$ cat config.mk
export PLATFORM = sky130hd
export DESIGN_NAME = feature_burst_loader_flat
export DESIGN_NICKNAME = d
export VERILOG_FILES = /design/src/rtl/trees_pkg.sv /design/src/rtl/feature_burst_loader_if.sv /design/src/rtl/feature_burst_loader_bank_tracker.sv /design/src/rtl/feature_burst_loader.sv /design/src/flat_wrapper.sv
export SDC_FILE = /design/constraint.sdc
export NUM_CORES = 1
export LEC_CHECK = 0
export ABC_AREA = 0
export CORE_MARGIN = 2
export CORE_UTILIZATION = 46
export DETAILED_ROUTE_END_ITERATION = 16
export PLACE_DENSITY_LB_ADDON = 0.15
export SYNTH_ARGS = -nofsm -noshare
export SYNTH_HDL_FRONTEND = slang
export SYNTH_SLANG_ARGS = --single-unit
export TNS_END_PERCENT = 50
$ cat constraint.sdc
create_clock -name clk -period 3.8 [get_ports clk]
set_input_delay 0.76 -clock clk [delete_from_list [all_inputs] [get_ports clk]]
set_output_delay 0.76 -clock clk [all_outputs]
set_load 0.05 [all_outputs]
$ cat src/rtl/trees_pkg.sv
// Shared types and sizing for the feature burst loader: bank status, FSM states,
// words-per-sample and address/length widths.
package trees_pkg;

  localparam int N_FEATURE = 32;
  localparam int MAX_BURST = 5000;
  localparam int WPS       = N_FEATURE / 2;
  localparam int LEN_W     = $clog2(MAX_BURST) + 1;
  localparam int ADDR_W    = $clog2(MAX_BURST * N_FEATURE / 2);

  typedef enum logic [1:0] {FREE, FULL, BUSY} bank_status_t;
  typedef enum logic {F_IDLE, F_LOAD} fill_state_t;
  typedef enum logic [1:0] {D_IDLE, D_START, D_RUN} disp_state_t;

  function automatic logic len_ok(input logic [LEN_W-1:0] n);
    return (n != '0) && (n <= LEN_W'(MAX_BURST));
  endfunction

endpackage

$ cat src/rtl/feature_burst_loader_if.sv
// Bundle of descriptor, feature stream, engine and result signals of the loader.
// slave = loader side, master = upstream feeder / engine side.
interface feature_burst_loader_if;
  import trees_pkg::*;

  logic              cfg_valid;
  logic              cfg_ready;
  logic [LEN_W-1:0]  cfg_burst_len;
  logic              s_valid;
  logic              s_ready;
  logic [63:0]       s_data;
  logic              load_features;
  logic [ADDR_W-1:0] feature_addr;
  logic [63:0]       features2;
  logic              m_ping_pong;
  logic              e_ping_pong;
  logic [LEN_W-1:0]  burst_len;
  logic              start;
  logic              idle;
  logic              done;
  logic              res_ready;
  logic              res_valid;
  logic [LEN_W-1:0]  res_len;
  logic              cfg_err;
  logic [31:0]       stat_bursts;
  logic [31:0]       stat_stall;

  modport slave (
    input  cfg_valid, cfg_burst_len, s_valid, s_data, idle, done, res_ready,
    output cfg_ready, s_ready, load_features, feature_addr, features2,
           m_ping_pong, e_ping_pong, burst_len, start, res_valid, res_len,
           cfg_err, stat_bursts, stat_stall
  );

  modport master (
    output cfg_valid, cfg_burst_len, s_valid, s_data, idle, done, res_ready,
    input  cfg_ready, s_ready, load_features, feature_addr, features2,
           m_ping_pong, e_ping_pong, burst_len, start, res_valid, res_len,
           cfg_err, stat_bursts, stat_stall
  );

endinterface

$ cat src/rtl/feature_burst_loader_bank_tracker.sv
// Two-entry ping/pong bank status and stored burst length, updated by the
// fill side (set-full) and dispatch side (set-busy, release).
module bank_tracker
  import trees_pkg::*;
(
  input  logic             clk,
  input  logic             rst,
  input  logic             set_full,
  input  logic             full_bank,
  input  logic [LEN_W-1:0] full_len,
  input  logic             set_busy,
  input  logic             busy_bank,
  input  logic             rel,
  input  logic             rel_bank,
  output bank_status_t     status [2],
  output logic [LEN_W-1:0] len [2]
);

  genvar gi;
  generate
    for (gi = 0; gi < 2; gi++) begin : g_bank
      localparam logic ID = 1'(gi);
      bank_status_t     st_reg;
      logic [LEN_W-1:0] len_reg;

      // Fill and dispatch never target the same bank in one cycle, so the
      // priority order here only matters for illegal stimulus.
      always_ff @(posedge clk) begin
        if (rst) begin
          st_reg  <= FREE;
          len_reg <= '0;
        end else if (set_full && full_bank == ID) begin
          st_reg  <= FULL;
          len_reg <= full_len;
        end else if (set_busy && busy_bank == ID) begin
          st_reg  <= BUSY;
        end else if (rel && rel_bank == ID) begin
          st_reg  <= FREE;
        end
      end

      assign status[gi] = st_reg;
      assign len[gi]    = len_reg;
    end
  endgenerate

endmodule

$ cat src/rtl/feature_burst_loader.sv
// Ping/pong feature bank loader and engine dispatcher.
// Optional statistics counters: define FEATURE_LOADER_STATS_EN.
module feature_burst_loader
  import trees_pkg::*;
(
  input  logic                  clk,
  input  logic                  rst,
  feature_burst_loader_if.slave bus
);

  bank_status_t     status [2];
  logic [LEN_W-1:0] len [2];

  fill_state_t       fill_state_reg, fill_state_next;
  logic              fill_bank_reg;
  logic [ADDR_W-1:0] wr_addr_reg;
  logic [ADDR_W-1:0] wlast_reg;
  logic [LEN_W-1:0]  fill_len_reg;
  logic              m_pp_reg;
  logic              cfg_err_reg;
  logic              cfg_ready;
  logic              s_ready;
  logic              set_full;
  logic              cfg_fire;
  logic              cfg_good;
  logic              word_fire;

  disp_state_t       disp_state_reg, disp_state_next;
  logic              exec_bank_reg;
  logic              e_pp_reg;
  logic [LEN_W-1:0]  burst_len_reg;
  logic              res_valid_reg;
  logic [LEN_W-1:0]  res_len_reg;
  logic              start;
  logic              set_busy;
  logic              rel;
  logic              dispatch_go;

  assign cfg_fire  = bus.cfg_valid & cfg_ready;
  assign cfg_good  = len_ok(bus.cfg_burst_len);
  assign word_fire = bus.s_valid & s_ready;

  always_comb begin
    fill_state_next = fill_state_reg;
    cfg_ready       = 1'b0;
    s_ready         = 1'b0;
    set_full        = 1'b0;
    case (fill_state_reg)
      F_IDLE: begin
        cfg_ready = (status[fill_bank_reg] == FREE);
        if (bus.cfg_valid && cfg_ready && cfg_good) fill_state_next = F_LOAD;
      end
      F_LOAD: begin
        s_ready = 1'b1;
        if (bus.s_valid && wr_addr_reg == wlast_reg) begin
          set_full        = 1'b1;
          fill_state_next = F_IDLE;
        end
      end
      default: fill_state_next = F_IDLE;
    endcase
  end

  always_ff @(posedge clk) begin
    if (rst) fill_state_reg <= F_IDLE;
    else     fill_state_reg <= fill_state_next;
  end

  always_ff @(posedge clk) begin
    if (rst) begin
      fill_bank_reg <= 1'b0;
      wr_addr_reg   <= '0;
      wlast_reg     <= '0;
      fill_len_reg  <= '0;
      m_pp_reg      <= 1'b1;
      cfg_err_reg   <= 1'b0;
    end else begin
      cfg_err_reg <= cfg_fire & ~cfg_good;
      if (cfg_fire && cfg_good) begin
        // In-range lengths never exceed the address width, so no wrap here.
        wlast_reg    <= ADDR_W'(bus.cfg_burst_len) * ADDR_W'(WPS) - ADDR_W'(1);
        wr_addr_reg  <= '0;
        fill_len_reg <= bus.cfg_burst_len;
        m_pp_reg     <= (fill_bank_reg == 1'b0);
      end
      if (word_fire) wr_addr_reg <= wr_addr_reg + ADDR_W'(1);
      if (set_full)  fill_bank_reg <= ~fill_bank_reg;
    end
  end

  always_comb begin
    disp_state_next = disp_state_reg;
    start           = 1'b0;
    set_busy        = 1'b0;
    rel             = 1'b0;
    dispatch_go     = 1'b0;
    case (disp_state_reg)
      D_IDLE: begin
        if (status[exec_bank_reg] == FULL && bus.idle && bus.res_ready) begin
          dispatch_go     = 1'b1;
          disp_state_next = D_START;
        end
      end
      D_START: begin
        start           = 1'b1;
        set_busy        = 1'b1;
        disp_state_next = D_RUN;
      end
      D_RUN: begin
        if (bus.done) begin
          rel             = 1'b1;
          disp_state_next = D_IDLE;
        end
      end
      default: disp_state_next = D_IDLE;
    endcase
  end

  always_ff @(posedge clk) begin
    if (rst) disp_state_reg <= D_IDLE;
    else     disp_state_reg <= disp_state_next;
  end

  always_ff @(posedge clk) begin
    if (rst) begin
      exec_bank_reg <= 1'b0;
      e_pp_reg      <= 1'b1;
      burst_len_reg <= '0;
      res_valid_reg <= 1'b0;
      res_len_reg   <= '0;
    end else begin
      res_valid_reg <= rel;
      if (dispatch_go) begin
        e_pp_reg      <= (exec_bank_reg == 1'b0);
        burst_len_reg <= len[exec_bank_reg];
      end
      if (rel) begin
        res_len_reg   <= len[exec_bank_reg];
        exec_bank_reg <= ~exec_bank_reg;
      end
    end
  end

  bank_tracker u_bank_tracker (
    .clk       (clk),
    .rst       (rst),
    .set_full  (set_full),
    .full_bank (fill_bank_reg),
    .full_len  (fill_len_reg),
    .set_busy  (set_busy),
    .busy_bank (exec_bank_reg),
    .rel       (rel),
    .rel_bank  (exec_bank_reg),
    .status    (status),
    .len       (len)
  );

`ifdef FEATURE_LOADER_STATS_EN
  logic [31:0] stat_bursts_reg;
  logic [31:0] stat_stall_reg;
  logic        stall_cycle;

  assign stall_cycle = (disp_state_reg == D_IDLE) && (status[exec_bank_reg] == FULL) &&
                       !(bus.idle && bus.res_ready);

  always_ff @(posedge clk) begin
    if (rst) begin
      stat_bursts_reg <= '0;
      stat_stall_reg  <= '0;
    end else begin
      if (res_valid_reg && stat_bursts_reg != '1) stat_bursts_reg <= stat_bursts_reg + 32'd1;
      if (stall_cycle && stat_stall_reg != '1)    stat_stall_reg  <= stat_stall_reg + 32'd1;
    end
  end

  assign bus.stat_bursts = stat_bursts_reg;
  assign bus.stat_stall  = stat_stall_reg;
`else
  assign bus.stat_bursts = '0;
  assign bus.stat_stall  = '0;
`endif

  assign bus.cfg_ready     = cfg_ready;
  assign bus.s_ready       = s_ready;
  assign bus.load_features = word_fire;
  assign bus.feature_addr  = wr_addr_reg;
  assign bus.features2     = bus.s_data;
  assign bus.m_ping_pong   = m_pp_reg;
  assign bus.e_ping_pong   = e_pp_reg;
  assign bus.burst_len     = burst_len_reg;
  assign bus.start         = start;
  assign bus.res_valid     = res_valid_reg;
  assign bus.res_len       = res_len_reg;
  assign bus.cfg_err       = cfg_err_reg;

endmodule
$ cat src/flat_wrapper.sv
// flat-port wrapper written by rule: the top's interface ports become plain ports
module feature_burst_loader_flat import trees_pkg::*;
  (clk, rst, bus_cfg_valid, bus_cfg_burst_len, bus_s_valid, bus_s_data, bus_idle, bus_done, bus_res_ready, bus_cfg_ready, bus_s_ready, bus_load_features, bus_feature_addr, bus_features2, bus_m_ping_pong, bus_e_ping_pong, bus_burst_len, bus_start, bus_res_valid, bus_res_len, bus_cfg_err, bus_stat_bursts, bus_stat_stall);
  feature_burst_loader_if bus_i ();
  input  logic clk;
  input  logic rst;
  input wire logic [$bits(bus_i.cfg_valid)-1:0] bus_cfg_valid;
  input wire logic [$bits(bus_i.cfg_burst_len)-1:0] bus_cfg_burst_len;
  input wire logic [$bits(bus_i.s_valid)-1:0] bus_s_valid;
  input wire logic [$bits(bus_i.s_data)-1:0] bus_s_data;
  input wire logic [$bits(bus_i.idle)-1:0] bus_idle;
  input wire logic [$bits(bus_i.done)-1:0] bus_done;
  input wire logic [$bits(bus_i.res_ready)-1:0] bus_res_ready;
  output wire logic [$bits(bus_i.cfg_ready)-1:0] bus_cfg_ready;
  output wire logic [$bits(bus_i.s_ready)-1:0] bus_s_ready;
  output wire logic [$bits(bus_i.load_features)-1:0] bus_load_features;
  output wire logic [$bits(bus_i.feature_addr)-1:0] bus_feature_addr;
  output wire logic [$bits(bus_i.features2)-1:0] bus_features2;
  output wire logic [$bits(bus_i.m_ping_pong)-1:0] bus_m_ping_pong;
  output wire logic [$bits(bus_i.e_ping_pong)-1:0] bus_e_ping_pong;
  output wire logic [$bits(bus_i.burst_len)-1:0] bus_burst_len;
  output wire logic [$bits(bus_i.start)-1:0] bus_start;
  output wire logic [$bits(bus_i.res_valid)-1:0] bus_res_valid;
  output wire logic [$bits(bus_i.res_len)-1:0] bus_res_len;
  output wire logic [$bits(bus_i.cfg_err)-1:0] bus_cfg_err;
  output wire logic [$bits(bus_i.stat_bursts)-1:0] bus_stat_bursts;
  output wire logic [$bits(bus_i.stat_stall)-1:0] bus_stat_stall;
  assign bus_i.cfg_valid = bus_cfg_valid;
  assign bus_i.cfg_burst_len = bus_cfg_burst_len;
  assign bus_i.s_valid = bus_s_valid;
  assign bus_i.s_data = bus_s_data;
  assign bus_i.idle = bus_idle;
  assign bus_i.done = bus_done;
  assign bus_i.res_ready = bus_res_ready;
  assign bus_cfg_ready = bus_i.cfg_ready;
  assign bus_s_ready = bus_i.s_ready;
  assign bus_load_features = bus_i.load_features;
  assign bus_feature_addr = bus_i.feature_addr;
  assign bus_features2 = bus_i.features2;
  assign bus_m_ping_pong = bus_i.m_ping_pong;
  assign bus_e_ping_pong = bus_i.e_ping_pong;
  assign bus_burst_len = bus_i.burst_len;
  assign bus_start = bus_i.start;
  assign bus_res_valid = bus_i.res_valid;
  assign bus_res_len = bus_i.res_len;
  assign bus_cfg_err = bus_i.cfg_err;
  assign bus_stat_bursts = bus_i.stat_bursts;
  assign bus_stat_stall = bus_i.stat_stall;
  feature_burst_loader u_core (.clk(clk), .rst(rst), .bus(bus_i));
endmodule
==> metrics.yaml, run 1 <==
fmax_mhz: 314
finalMaxSlewViolations: 0
final_nets: 792
path_clk_slew_ns: 0.06
numCtsBuffers: 17
gp_congestion: 0.866
avgSynthCellArea_sq_um: 8.49
finalPower_mw: 3.03
ant_nets: 0
htreeDepth: 4
start_util: 0.474
wl_per_cell_um: 15.7
required_ns: 3.04
slowest_delay_ns: 0.85
rr_startpoint: "u_core.bus.feature_addr[11]"
grt_pass1_wl_um: 21800
synth_flop_cell: "dfxtp_1"
clockBufferDepth: 2
path_delay_family: "buffers and inverters"
cp_max_fo: 9
ys_types: 52
totalWireLength_um: 13900
async_flop_share: 0
num_vias: 4652
worst_slew_pin_slew_ns: 0.804
clock_skew_ns: 0.0169
globalRouteOverflowTotal: 0
antenna_found_initial: 0
timing.critical_path.to: "bus_load_features"
max_slew_margin: 0.464
design.die.area_sq_um: 14000
clock_sinks: 114
mostFrequentLayoutCell: "dfxtp_1"
clk_latency_ns: 0.42
num_antenna_cells: 0
cts-root-buf: "clkbuf_16"
finalSetupTns_ns: 0
grt_usage: 0.193
vias_per_cell: 5.23
cap_violations: 0
start_kind: "primary input"
worstSetupEndpointType: "output port"
dr.pass1.iters: 5
cts_resized: 0
core_sq_um: 12700
crit_buf_inv: 3
grt_max_degree: 76
min_period_ns: 3.19
netlist_area_sq_um: 6010
p_int_mw: 2.14
fp.dieH_um: 118
r2r_end: "u_core.u_bank_tracker.g_bank[0].st_reg[1]"
power.switching_mw: 0.885
crit_arrival_ns: 2.43
cp_common_cell: "clkdlybuf4s50_1"
crit_cells: 4
cp-startpoint: "bus_s_valid"
drcViolationCount: 0
dp_hpwl_um: 9770
yosysSeqAreaShare: 0.380
ff2ff_setup_slack_ns: 1.20
syn2layout_area_growth_pct: 11.3
most-common-layout-cells: "114 x dfxtp_1, 72 x clkdlybuf4s50_1, 71 x nand2_1, 64 x conb_1, 51 x nor2_1"
netlist_instances: 708
post-route-period-util: 0.839
ios: 266
power_leakage_nw: 2.52
io_buffers: 73
synth_edf_count: 0
seqPwrFrac: 0.408
cts_tree: "built"
hold_class: "flip-flop to flip-flop"
path_cells: "clkdlybuf4s50_1, nand2_1, clkinv_1, clkdlybuf4s50_1"
swShare: 0.292
power_frac_comb: 0.112
ys.warnings.count: 0
finalSetupViolCount: 0
ys_ff_latch: 114
die-width_um: 118
largest_register_ffs: 28
post-cts-setup-buffers: 0
rsz0062_at_grt: "false"
ir_worst_vdd_v: 0.000207
drive_gt1_frac: 0.0795
num_rows: 41
clockPowerShare: 0.480
min_from: "u_core.u_bank_tracker.g_bank[1].len_reg[4]"
powerDensity_nw_per_um2: 453
hold_viol: 0
status: "finished, final reports clean"
drt_iter0_markers: 294
holdBufCountCts: 0
crit_type: "primary input to output port"
cpMaxStageDelayCell: "clkdlybuf4s50_1"
first_global_vias: 4130
reg2reg_depth: 5
through the flow:
step	utilization	setup WS [ns]	cell area, sq um	hold slack, ns	instances
after floorplan	-	1.08	6250	0.437	771
after global placement	0.485	0.671	6140	0.444	857
after detailed placement	0.485	0.524	6140	0.452	857
after CTS	0.528	0.634	6690	0.462	889
after global routing	0.528	0.548	6690	0.475	889
final	0.528	0.611	6690	0.456	889
cell type report:
cell class	instances	area, sq um
multi-input cells	476	2790
inverters	9	33.8
fillers	1215	5980
well taps	172	215
clock buffers	17	425
clock inverters	15	123
repair buffers	86	823
flip-flops and latches	114	2280
kinds of logic (layout without fill, tap and decap cells):
logic type,count (synthesis),count (layout),synth area share
compound gates,137,137,0.146
xor+xnor,24,24,0.0350
fa+ha+maj,3,3,0.00625
buf+inv,181,127,0.197
flops,114,114,0.380
mux,44,44,0.0733
other cells,1,64,0.000624
simple gates,204,204,0.162
per-layer routing:
layer | share of wire | track usage
met5 | 0 | 0
met1 | 0.46 | 0.257
met3 | 0.068 | 0.0492
met4 | 0.037 | 0.122
met2 | 0.44 | 0.277
worst min path at each step:
| stage | cells past startpoint | slack (ns) | endpoint |
|---|---|---|---|
| 2_1_floorplan | 2 | 0.44 | u_core.fill_len_reg[13] |
| 4_1_cts | 2 | 0.46 | u_core.u_bank_tracker.g_bank[1].len_reg[4] |
| 5_1_grt | 2 | 0.48 | u_core.u_bank_tracker.g_bank[1].len_reg[1] |
| 3_5_place_dp | 2 | 0.45 | u_core.u_bank_tracker.g_bank[0].len_reg[7] |
| 3_3_place_gp | 2 | 0.44 | u_core.u_bank_tracker.g_bank[1].len_reg[0] |
| 6_report | 2 | 0.46 | u_core.u_bank_tracker.g_bank[1].len_reg[4] |
power by group through the flow:
stage	clock network, mW	registers, mW	logic [mW]
finish	1.45	1.24	0.340
global route	1.54	1.24	0.360
CTS	1.49	1.23	0.337
detailed placement	0	1.26	0.337
global placement	0	1.26	0.333
floorplan	0	1.27	0.486
worst reg2reg max path: cells and delay by family, from the launching register on:
family / cells / cell delay, ns
xor gates and xnor gates: 1 / 0.14
DFF: 1 / 0.51
and+or+nand+nor: 4 / 1.85
synthesized netlist by cell type, types with 2 or more instances:
master	n	area, sq um
and4_1	3	26.3
or4_4	2	22.5
clkbuf_1	37	139
a21oi_1	37	185
nor3_1	8	40.0
nand2b_1	5	31.3
nor2_1	51	191
o2111ai_1	2	17.5
buf_1	5	18.8
xnor2_1	14	123
and2_1	2	12.5
and3_2	2	15.0
nor4_1	5	31.3
o31ai_1	2	15.0
or2_2	3	18.8
inv_1	8	30.0
mux2i_1	44	440
a211oi_1	41	308
or3b_2	2	17.5
o211ai_1	5	37.5
a311oi_1	4	35.0
nand4_1	9	56.3
nand2_1	71	267
and3_1	5	31.3
nor4b_1	3	26.3
or3_1	3	18.8
o21ai_0	30	150
xor2_1	10	87.6
nand3_1	23	115
a31oi_1	2	12.5
dfxtp_1	114	2280
ha_1	3	37.5
buf_4	128	961
nand3b_1	2	15.0
o21a_1	6	45.0
No activity file was read; power rests on OpenSTA's default activity.
==> run 2: changes to the inputs <==
- CORE_UTILIZATION: 46 -> 43
- clock period: 3.8 -> 3.35 ns (I/O delays scaled with it)
==> run 2 against run 1 <==
Routed wire length fell by 2.4%. Cell count is 1.0% higher. Sequential share of layout area down 0.26 points.
==> metrics.yaml, run 2 (synthesis results as in run 1) <==
gp_congestion: 0.827
clockBufferDepth: 2
cp_max_fo: 6
num_antenna_cells: 0
path_cells: "nor4b_1, or2_2, clkdlybuf4s50_1"
finalSetupTns_ns: 0
grt_max_degree: 76
core_sq_um: 13800
hold_viol: 0
post-cts-setup-buffers: 0
most-common-layout-cells: "114 x dfxtp_1, 71 x nand2_1, 71 x clkdlybuf4s50_1, 64 x conb_1, 51 x nor2_1"
path_clk_slew_ns: 0.05
globalRouteOverflowTotal: 0
ir_worst_vdd_v: 0.000414
mostFrequentLayoutCell: "dfxtp_1"
post-route-period-util: 0.850
cpMaxStageDelayCell: "clkdlybuf4s50_1"
clock_skew_ns: 0.00699
antenna_found_initial: 0
num_rows: 43
crit_arrival_ns: 2.18
finalPower_mw: 3.55
grt_usage: 0.187
first_global_vias: 4251
hold_class: "flip-flop to flip-flop"
numCtsBuffers: 17
fmax_mhz: 351
required_ns: 2.68
cts-root-buf: "clkbuf_16"
powerDensity_nw_per_um2: 527
dp_hpwl_um: 9470
vias_per_cell: 5.16
drt_iter0_markers: 306
grt_pass1_wl_um: 21800
clock_sinks: 114
ant_nets: 0
largest_register_ffs: 28
min_period_ns: 2.85
finalMaxSlewViolations: 0
slowest_delay_ns: 0.79
finalSetupViolCount: 0
totalWireLength_um: 13600
cap_violations: 0
dr.pass1.iters: 4
power_leakage_nw: 2.53
final_nets: 794
rsz0062_at_grt: "false"
crit_type: "flip-flop to output port"
nFillCells: 1347
start_kind: "flip-flop"
wl_per_cell_um: 15.1
drcViolationCount: 0
io_buffers: 73
clk_latency_ns: 0.41
worstSetupEndpointType: "output port"
drive_gt1_frac: 0.0766
start_util: 0.436
syn2layout_area_growth_pct: 12.2
design.die.area_sq_um: 14900
holdBufCountCts: 0
ios: 266
die-width_um: 122
num_vias: 4630
cts_resized: 0
cts_tree: "built"
fp.dieH_um: 122
status: "finished, final reports clean"
htreeDepth: 4
max_slew_margin: 0.378
worst_slew_pin_slew_ns: 0.930
[run 2: cell type report]
| cell class | count | area, sq um | area share |
|---|---|---|---|
| clock buffer | 21 | 440 | 0.0653 |
| clock inverter | 10 | 136 | 0.0202 |
| multi-input combinational | 476 | 2790 | 0.413 |
| tap | 180 | 225 | 0.0334 |
| sequential | 114 | 2280 | 0.339 |
| timing repair buffer | 88 | 836 | 0.124 |
| inverter | 9 | 33.8 | 0.00501 |
[run 2: final timing paths]
| kind | from | depth (start not counted) | endpoint | slack (ns) |
|---|---|---|---|---|
| max | u_core.fill_bank_reg | 3 | bus_cfg_ready | 0.50 |
| min reg2reg | u_core.u_bank_tracker.g_bank[1].len_reg[8] | 2 | u_core.u_bank_tracker.g_bank[1].len_reg[8] | 0.46 |
| max reg2reg | u_core.bus.feature_addr[9] | 5 | u_core.u_bank_tracker.g_bank[0].st_reg[1] | 0.77 |
| min | u_core.u_bank_tracker.g_bank[1].len_reg[8] | 2 | u_core.u_bank_tracker.g_bank[1].len_reg[8] | 0.46 |
[run 2: through the flow]
step	hold slack [ns]	setup slack, ns	instances	utilization	instance area (sq um)
final	0.457	0.503	898	0.489	6740
after global routing	0.482	0.342	898	0.489	6740
after CTS	0.461	0.500	898	0.489	6740
after detailed placement	0.454	0.403	867	0.447	6160
after global placement	0.444	0.463	867	0.447	6160
after floorplan	0.437	0.632	771	-	6250
[run 2: power breakdown]
group	leakage, nW	switching (mW)	internal [mW]
clock network	0.273	0.605	1.16
logic	1.34	0.295	0.0877
registers	0.921	0.0202	1.38
total	2.53	0.921	2.63
[run 2: critical path, delay by kind of cell, from the launching register on]
family | cells | cell delay (ns)
and+or+nand+nor | 2 | 0.54
DFF | 1 | 0.44
buffers and inverters | 1 | 0.79
[run 2: routing by layer]
metal / GRT usage / vias to the layer above / part of all wire
met5: 0 / - / 0
met3: 0.0576 / 35 / 0.070
li1: - / 2262 / -
met1: 0.250 / 2148 / 0.47
met4: 0.0718 / 0 / 0.020
met2: 0.283 / 185 / 0.44
==> patch: new RTL, flow settings as in run 2 <==
The package constant `MAX_BURST` goes from 5000 to 10000.
--- a/src/rtl/trees_pkg.sv
+++ b/src/rtl/trees_pkg.sv
@@ -3,7 +3,7 @@
 package trees_pkg;
 
   localparam int N_FEATURE = 32;
-  localparam int MAX_BURST = 5000;
+  localparam int MAX_BURST = 10000;
   localparam int WPS       = N_FEATURE / 2;
   localparam int LEN_W     = $clog2(MAX_BURST) + 1;
   localparam int ADDR_W    = $clog2(MAX_BURST * N_FEATURE / 2);
Interface: changed (resized bus_burst_len, bus_cfg_burst_len, bus_feature_addr and bus_res_len); port bits go from 266 to 270. The function was not compared with the original's and may differ.
==> patch against run 2 <==
  * Worst hold slack improved by 0.0017 ns
  * Setup slack got worse by 0.24 ns
  * Area after synthesis increased by 4.6%
  * Total power increased by 3.8%
  * Count of clock-buffer cells in the layout decreased by 3
  * Sequential cell count increased by 7
  * Final area increased by 4.1%
  * Combinational power increased by 8.1%
  * Sequential share of layout area increased by 0.65 points
  * Routed wire length increased by 2.9%
  * Via count increased by 1.7%
  * Global-route usage decreased by 1.2 points
  * Largest cell class unchanged
==> patch: results (changes against run 2) <==
Outcome
  – Outcome: finished, final reports clean

Logic synthesis
  – Synth Warn #: 0 (unchanged)
  – Ys async rst share: 0% (unchanged)
  – Top cells by count, synth: buf_4 (133), dfxtp_1 (121), nand2_1 (61)
  – Library cells used by synthesis: 62 (+19%)
  – Yosys top cell by area: dfxtp_1
  – Share of the yosys chip area belonging to registers: 38.5% (+0.56 points)
  – Ranking of synthesized cells by area: dfxtp_1 (39%), buf_4 (16%), mux2i_1 (7.2%), a211oi_1 (5.3%), nand2_1 (3.6%)

Routing
  – Top Metal Used: met4
  – DR iter-0 viols: 287 (-6.2%)
  – WL per Instance: 15.5 um (+2.3%)
  – Met3 Routed Length: 739 um (-23%)
  – M1 WL: 6420 um (+0.80%)
  – Vias: 4710 (+1.7%)
  – Met2 WL: 6550 um (+9.5%)
  – Pre-antenna DRT Iters: 5 (+1)

Worst setup path
  – Worst Path Arrival: 2.42 ns (+0.24 ns)
  – Slowest cell on crit path: clkdlybuf4s50_1
  – Setup crit start: u_core.fill_bank_reg$_SDFFE_PP0N_
  – CP Max Fanout: 8 (+2)
  – Worst r2r src: u_core.bus.feature_addr[2]$_SDFFE_PP0P_
  – Peak per-stage delay on the critical path: 0.92 ns (+0.13 ns)

Global route
  – Gr usage total: 17.6% (-1.2 points)
  – Largest net degree at the start of global routing: 85 (+12%)
  – First-pass GRT wire length: 22500 um (+3.0%)
  – Initial antenna violation count: 0 (unchanged)
  – Vias in the first global route: 4358 (+2.5%)

Worst hold path
  – HP Class: reg2reg
  – Hold path startpoint: u_core.u_bank_tracker.g_bank[0].len_reg[2]$_SDFFE_PP0P_

Placed design
  – Detail Placement HPWL: 10000 um (+6.1%)
  – GPL Wtd Cong: 0.851 (+2.8%)
  – I/O Buffers: 77 (+5.5%)

Power and ir drop
  – Pleak: 2.57 nW (+1.6%)
  – Max VDD drop: 328 uV (-21%)

Final layout
  – Filler Cell Count: 1381 (+2.5%)
  – Layout cells sized above 1: 8.90% (+1.2 points)
  – Nets@finish: 796 (+0.25%)
  – Ant. Diodes: 0 (unchanged)
  – Largest register FFs: 30 (+7.1%)

Clock network
  – Num CTS Buffers: 17 (unchanged)
  – Root buffer cell: clkbuf_16
  – Clock buffer depth: 2 (unchanged)
  – CTS clk-pin slew, worst paths: 0.06 ns
  – Post-cts gate resize count: 0 (unchanged)
  – Setup bufs post-CTS: 0 (unchanged)
  – CTS H-tree lvls: 4 (unchanged)
  – Clk Latency, worst-skew pair: 0.41 ns (about the same)

STA
  – Final Skew: 0.0103 ns (+0.00332 ns)
  – Slew headroom: 41.1% (+3.3 points)
-- patch: through the flow --
step                      instances  utilization, %  setup WS (ns)  power (W)  cell area, sq um
after floorplan                 773               -          0.662    0.00211              6530
after detailed placement        872            44.6          0.177    0.00193              6430
final                           903            48.7          0.262    0.00368              7020
after global placement          872            44.6          0.255    0.00193              6430
after CTS                       903            48.7          0.252    0.00372              7020
after global routing            903            48.7          0.192    0.00382              7020
-- patch: report_power, final --
part           internal [W]  switching [W]
registers           0.00147      0.0000212
clock network       0.00112       0.000665
logic             0.0000931       0.000321
-- patch: layout make-up --
cell class,count,area share (%)
multi-input cells,472,41.2
clock inverters,13,2.07
flip-flops and latches,121,34.5
inverters,6,0.321
repair buffers,89,12.3
clock buffers,18,6.26
well taps,184,3.28
-- patch: cells by family (layout without fill, tap and decap cells) --
group | Yosys count | after routing | share of synthesized area [%]
simple gates | 193 | 193 | 15.0
buf+inv | 180 | 126 | 19.4
compound gates | 131 | 131 | 14.2
flops | 121 | 121 | 38.5
mux | 46 | 46 | 7.34
xor+xnor | 35 | 35 | 4.88
fa+ha+maj | 3 | 3 | 0.597
other cells | 1 | 64 | 0.0597
-- patch: final timing paths --
path	to	slack [ns]	cells past startpoint
max	bus_cfg_ready	0.26	3
min	u_core.u_bank_tracker.g_bank[0].len_reg[2]$_SDFFE_PP0P_	0.46	2
min reg2reg	u_core.u_bank_tracker.g_bank[0].len_reg[2]$_SDFFE_PP0P_	0.46	2
max reg2reg	u_core.u_bank_tracker.g_bank[1].len_reg[6]$_SDFFE_PP0P_	1.15	5
-- patch: routing by layer --
metal  global-route usage [%]  up-vias
met3                     4.30       31
li1                         -     2283
met2                     27.8      169
met1                     22.9     2227
met4                     7.71        0
met5                        0        -
-- patch: worst max-delay path, delay by kind of cell (launching register included) --
kind	cells	cell delay, ns
AO/OA/AOI/OAI	1	0.12
buffers and inverters	1	0.92
flip-flops	1	0.49
AND/OR/NAND/NOR	1	0.48
